$ cat config.mk
export PLATFORM = sky130hd
export DESIGN_NAME = stream_gather_unit
export DESIGN_NICKNAME = d
export VERILOG_FILES = /design/src/rtl/stream_gather_unit.sv
export SDC_FILE = /design/constraint.sdc
export NUM_CORES = 1
export LEC_CHECK = 0
export CAP_MARGIN = 40
export CORE_MARGIN = 2
export CORE_UTILIZATION = 69
export DETAILED_ROUTE_END_ITERATION = 12
export DONT_BUFFER_PORTS = 1
export PLACE_DENSITY = 0.85
export SYNTH_ARGS = -nofsm -noshare
export SYNTH_HDL_FRONTEND = slang
export SYNTH_SLANG_ARGS = --single-unit
$ cat constraint.sdc
create_clock -name clk -period 20.6 [get_ports clk]
set_input_delay 2.06 -clock clk [delete_from_list [all_inputs] [get_ports clk]]
set_output_delay 2.06 -clock clk [all_outputs]
set_load 0.01 [all_outputs]
$ cat src/rtl/stream_gather_unit.sv
// Pull-side D2Q9 gather: reads the nine upstream post-collision distributions of one node
// and presents them as a packed 9-lane vector with an in-grid lane mask.
module stream_gather_unit #(
  parameter int GRID_X        = 16,
  parameter int GRID_Y        = 16,
  parameter int DATA_WIDTH    = 32,
  parameter int RD_LATENCY    = 1,
  parameter int ADDRESS_WIDTH = $clog2(9*GRID_X*GRID_Y)
) (
  input  logic                      clk,
  input  logic                      rst,
  input  logic                      req_valid,
  output logic                      req_ready,
  input  logic [$clog2(GRID_X)-1:0] req_x,
  input  logic [$clog2(GRID_Y)-1:0] req_y,
  output logic                      mem_rd_en,
  output logic [ADDRESS_WIDTH-1:0]  mem_rd_addr,
  input  logic [DATA_WIDTH-1:0]     mem_rd_data,
  output logic                      out_valid,
  input  logic                      out_ready,
  output logic [9*DATA_WIDTH-1:0]   out_f,
  output logic [8:0]                out_mask
);

  localparam int XW = $clog2(GRID_X);
  localparam int YW = $clog2(GRID_Y);
  localparam int SW = ((XW > YW) ? XW : YW) + 2;
  localparam int LW = (RD_LATENCY > 1) ? $clog2(RD_LATENCY) : 1;
  localparam logic signed [SW-1:0] GX_S = SW'(GRID_X);
  localparam logic signed [SW-1:0] GY_S = SW'(GRID_Y);

  typedef enum logic [1:0] {IDLE, ISSUE, DRAIN, HOLD} state_t;

  state_t                         state_q, state_d;
  logic [XW-1:0]                  x_q, x_d;
  logic [YW-1:0]                  y_q, y_d;
  logic                           oob_q, oob_d;
  logic [3:0]                     q_q, q_d;
  logic [LW-1:0]                  drain_q, drain_d;
  logic [8:0]                     mask_q, mask_d;
  logic [9*DATA_WIDTH-1:0]        f_q, f_d;
  logic [RD_LATENCY-1:0]          pipe_v_q, pipe_v_d;
  logic [RD_LATENCY-1:0][3:0]     pipe_lane_q, pipe_lane_d;

  logic signed [SW-1:0]           xs, ys;
  logic                           lane_ok;
  logic                           issue_en;
  logic [ADDRESS_WIDTH-1:0]       addr;

  function automatic logic signed [SW-1:0] vel_x(input logic [3:0] q);
    case (q)
      4'd1, 4'd5, 4'd8: vel_x = SW'(1);
      4'd3, 4'd6, 4'd7: vel_x = '1;
      default:          vel_x = '0;
    endcase
  endfunction

  function automatic logic signed [SW-1:0] vel_y(input logic [3:0] q);
    case (q)
      4'd2, 4'd5, 4'd6: vel_y = SW'(1);
      4'd4, 4'd7, 4'd8: vel_y = '1;
      default:          vel_y = '0;
    endcase
  endfunction

  // Source node = destination minus velocity; the sign bit flags a left/bottom overrun.
  always_comb begin
    xs       = signed'(SW'(x_q)) - vel_x(q_q);
    ys       = signed'(SW'(y_q)) - vel_y(q_q);
    lane_ok  = !oob_q && !xs[SW-1] && (xs < GX_S) && !ys[SW-1] && (ys < GY_S);
    issue_en = (state_q == ISSUE) && lane_ok;
    addr     = ADDRESS_WIDTH'(q_q) * ADDRESS_WIDTH'(GRID_X * GRID_Y)
             + ADDRESS_WIDTH'(unsigned'(ys)) * ADDRESS_WIDTH'(GRID_X)
             + ADDRESS_WIDTH'(unsigned'(xs));
  end

  always_comb begin
    state_d = state_q;
    x_d     = x_q;
    y_d     = y_q;
    oob_d   = oob_q;
    q_d     = q_q;
    drain_d = drain_q;
    mask_d  = mask_q;
    f_d     = f_q;

    for (int i = RD_LATENCY - 1; i > 0; i--) begin
      pipe_v_d[i]    = pipe_v_q[i-1];
      pipe_lane_d[i] = pipe_lane_q[i-1];
    end
    pipe_v_d[0]    = issue_en;
    pipe_lane_d[0] = q_q;

    if (pipe_v_q[RD_LATENCY-1])
      f_d[pipe_lane_q[RD_LATENCY-1]*DATA_WIDTH +: DATA_WIDTH] = mem_rd_data;

    case (state_q)
      IDLE: begin
        if (req_valid) begin
          x_d     = req_x;
          y_d     = req_y;
          oob_d   = (32'(req_x) >= 32'(GRID_X)) || (32'(req_y) >= 32'(GRID_Y));
          q_d     = '0;
          f_d     = '0;
          mask_d  = '0;
          state_d = ISSUE;
        end
      end
      ISSUE: begin
        mask_d[q_q] = lane_ok;
        if (q_q == 4'd8) begin
          drain_d = '0;
          state_d = DRAIN;
        end else begin
          q_d = q_q + 4'd1;
        end
      end
      DRAIN: begin
        // The last read lands in the final drain cycle and is captured on its closing edge.
        if (drain_q == LW'(RD_LATENCY - 1)) state_d = HOLD;
        else                                drain_d = drain_q + LW'(1);
      end
      HOLD: begin
        if (out_ready) state_d = IDLE;
      end
      default: state_d = IDLE;
    endcase
  end

  always_ff @(posedge clk or posedge rst) begin
    if (rst) begin
      state_q     <= IDLE;
      x_q         <= '0;
      y_q         <= '0;
      oob_q       <= 1'b0;
      q_q         <= '0;
      drain_q     <= '0;
      mask_q      <= '0;
      f_q         <= '0;
      pipe_v_q    <= '0;
      pipe_lane_q <= '0;
    end else begin
      state_q     <= state_d;
      x_q         <= x_d;
      y_q         <= y_d;
      oob_q       <= oob_d;
      q_q         <= q_d;
      drain_q     <= drain_d;
      mask_q      <= mask_d;
      f_q         <= f_d;
      pipe_v_q    <= pipe_v_d;
      pipe_lane_q <= pipe_lane_d;
    end
  end

  assign req_ready   = (state_q == IDLE);
  assign out_valid   = (state_q == HOLD);
  assign out_f       = f_q;
  assign out_mask    = mask_q;
  assign mem_rd_en   = issue_en;
  assign mem_rd_addr = issue_en ? addr : '0;

endmodule
==> results.yml <==
timing:
  finalMaxSlewViolations: 0
  min_period_ns: 6.87
  rsz0062_at_grt: "false"
  clock_skew_ns: 0.0207
  worst_slew_pin_slew_ns: 0.810
  relSlewSlack_pct: 46.0
  fmax_ghz: 0.145
  worst_slack_ns: 13.73
  period_share_pct: 33.4
  finalSetupTns_ns: 0
  setup_viol: 0
  hold_viol: 0
cts:
  numCtsBuffers: 31
  clock-sinks: 316
  cts_resized: 0
  cts_tree: "done"
  postCtsSetupBuffers: 0
  clkTransAtPathRegs_ns: 0.07
  root_buffer: "clkbuf_16"
  htree_levels: 1
  clkLatencyLatePin_ns: 0.58
  hold_buffers: 0
  clock_path_buffers: 3
setup_path:
  startpoint_type: "register"
  cp_max_fo: 12
  rrSetupSlack_ns: 16.47
  r2r_cells: 14
  r2r-start: "pipe_lane_d[0]"
  r2r_end: "out_mask[8]"
  required_ns: 18.54
  worstPathArrival_ns: 4.81
  critPathCaptureType: "primary output"
  critPathKind: "register to primary output"
logic_synthesis:
  netlist_top_cells_area: "dfrtp_1 55%, nand2_1 9.8%, a21oi_1 9.3%, nand3_1 5.9%, mux2i_1 2.5%"
  synthMuxAreaShare_pct: 2.93
  async_reset_ff_share_pct: 100
  synthesis.nets: 1630
  synth_area_per_cell_um2: 9.16
  synth_compound_area_share_pct: 12.1
  yosys.area_share.adder_pct: 2.61
  synth_top_area_share_pct: 55.4
  synth_xor_area_share_pct: 0.666
  synthTopCellsByCount: "372 x nand2_1, 316 x dfrtp_1, 265 x a21oi_1, 169 x nand3_1, 86 x clkbuf_1"
  syn_area_mm2: 0.0143
  synth_edf_count: 0
  synth-simple-area-share_pct: 20.4
  ys_warn_count: 0
  ys_types: 54
  ys_seq_elements: 316
  synth_top_family_by_area: "simple AND/OR/NAND/NOR gates"
  synth_largest_area_cell: "dfrtp_1"
  ys_seq_area_share_pct: 55.4
  synth.most_common_cell: "nand2_1"
  ys.flop_type: "dfrtp_1"
  syn_inst: 1558
cells_and_area:
  layout.nets: 1540
  n_antenna_cell: 0
  fin_cells: 1762
  multi_input_area_mm2: 0.00556
  seq_area_mm2: 0.00791
  drive_gt1_share_pct: 7.98
  fillers: 1362
  synthToLayoutAreaGrowth_pct: 8.04
floorplan:
  rows: 52
  die_x_um: 148
  dieHeight_um: 148
  core-area_mm2: 0.0203
  initial_core_util_pct: 70.3
  dieArea_mm2: 0.0219
  io_pins: 356
run:
  drv_cap: 0
route:
  num_vias: 11700
  wl_um: 45500
  ant_nets: 0
  routedWlPerCell_um: 25.8
  drt-vias-per-instance: 6.65
  drt_first_pass_iters: 5
  drt_iter0_drc: 1257
  drcViolationCount: 0
pwr:
  switching_share_pct: 36.2
  p_comb_share_pct: 29.7
  ir_drop_v: 0.000131
  power_leakage_nw: 6.99
  power_switching_mw: 0.671
  pwr-share-seq_pct: 38.3
  clockPowerShare_pct: 32.0
  p_per_area_mw_per_mm2: 120
  internal_power_mw: 1.18
placement:
  post-place-ws_ns: 14.44
  placedCellCount: 1705
  port_buffers: 0
  place_congestion: 0.898
  dp_hpwl_um: 28900
min_path:
  min_path_cells: 0
  hold_class: "register to register"
  hold_end: "pipe_lane_q[1]"
  hp-start: "pipe_lane_d[1]"
global_routing:
  antenna_found_initial: 1
  grt_max_degree: 103
  grt_pass1_vias: 11300
  grt.total_usage_pct: 40.9
  grt_pass1_wl_um: 67600
  overflow: 0
run_status:
  status: "finished clean"
==> kinds of logic (layout without fill, tap and decap cells) <==
logic type / after synthesis / in the layout
fa+ha+maj: 28 / 28
buf+inv: 180 / 114
mux: 41 / 41
flops: 316 / 316
simple gates: 666 / 666
xor+xnor: 10 / 10
compound gates: 317 / 317
==> worst max path at each step <==
stage | startpoint | slack, ns | endpoint
after floorplan | rst | 9.80 | out_f[0]
after global placement | pipe_lane_d[0] | 14.54 | mem_rd_addr[10]
after detailed placement | pipe_lane_d[0] | 14.44 | mem_rd_addr[10]
after CTS | pipe_lane_d[0] | 13.82 | mem_rd_addr[11]
after global routing | pipe_lane_d[0] | 13.40 | mem_rd_addr[11]
final | pipe_lane_d[0] | 13.73 | mem_rd_addr[11]
==> flip-flops by register name, indices dropped and copies added (netlist names) <==
signal and flops:
out_f 288, out_mask 9, pipe_lane_d 4, pipe_lane_q 4, x_q 4, y_q 4, state_q 2, pipe_v_q 1
==> worst max-delay path, stage by stage, from the launching register on <==
cell	delay (ns)
dfrtp_1	0.45
inv_1	0.20
ha_1	0.25
nand3b_1	0.38
o21ai_2	0.26
inv_1	0.17
o21ai_0	0.11
ha_1	0.20
inv_1	0.06
fa_1	0.42
a21oi_1	0.15
o21bai_1	0.10
xor2_1	0.22
inv_1	0.07
ha_1	0.22
a21oi_1	0.26
nand2_1	0.12
and3b_1	0.24
a311oi_1	0.05
nor3_1	0.29
==> per-layer routing <==
metal | track usage [%] | wire length [um] | vias to the layer above
met3 | 14.6 | 6290 | 194
li1 | - | - | 5029
met1 | 51.8 | 15500 | 5632
met2 | 60.2 | 20200 | 864
met4 | 26.0 | 3550 | 2
met5 | 0 | 13 | -
==> area by class of cell <==
cell class	count	share of cell area (%)
tap	270	2.19
clock buffer	42	5.75
clock inverter	15	1.26
sequential	316	51.3
multi-input combinational	1062	36.1
timing repair buffer	32	2.81
inverter	25	0.657
==> power by group through the flow <==
stage | Clock (mW) | Combinational [mW] | Sequential (mW)
floorplan | 0 | 0.441 | 0.700
global placement | 0 | 0.512 | 0.718
detailed placement | 0 | 0.541 | 0.719
CTS | 0.598 | 0.544 | 0.708
global route | 0.622 | 0.609 | 0.713
finish | 0.594 | 0.551 | 0.710
==> through the flow <==
step | total power [mW] | area (um^2) | hold WS [ns] | utilization, %
final | 1.86 | 15400 | 0.524 | 76.0
after global routing | 1.94 | 15400 | 0.534 | 76.0
after CTS | 1.85 | 15400 | 0.503 | 76.0
after detailed placement | 1.26 | 14300 | 0.485 | 70.7
after floorplan | 1.14 | 14300 | 0.386 | -
after global placement | 1.23 | 14000 | 0.488 | 69.2
==> cell usage in the layout (no fill, tap or decap), types with 8 or more instances in the layout <==
cell / count
o21ai_0: 17
nand2_1: 372
inv_1: 24
nand4_1: 18
buf_4: 18
nor2_1: 45
dfrtp_1: 316
clkbuf_16: 31
a21oi_1: 264
o31ai_2: 8
ha_1: 25
mux2i_1: 35
nand3_1: 169
nor3_1: 18
Note: power is estimated with default switching activity, not from simulation.
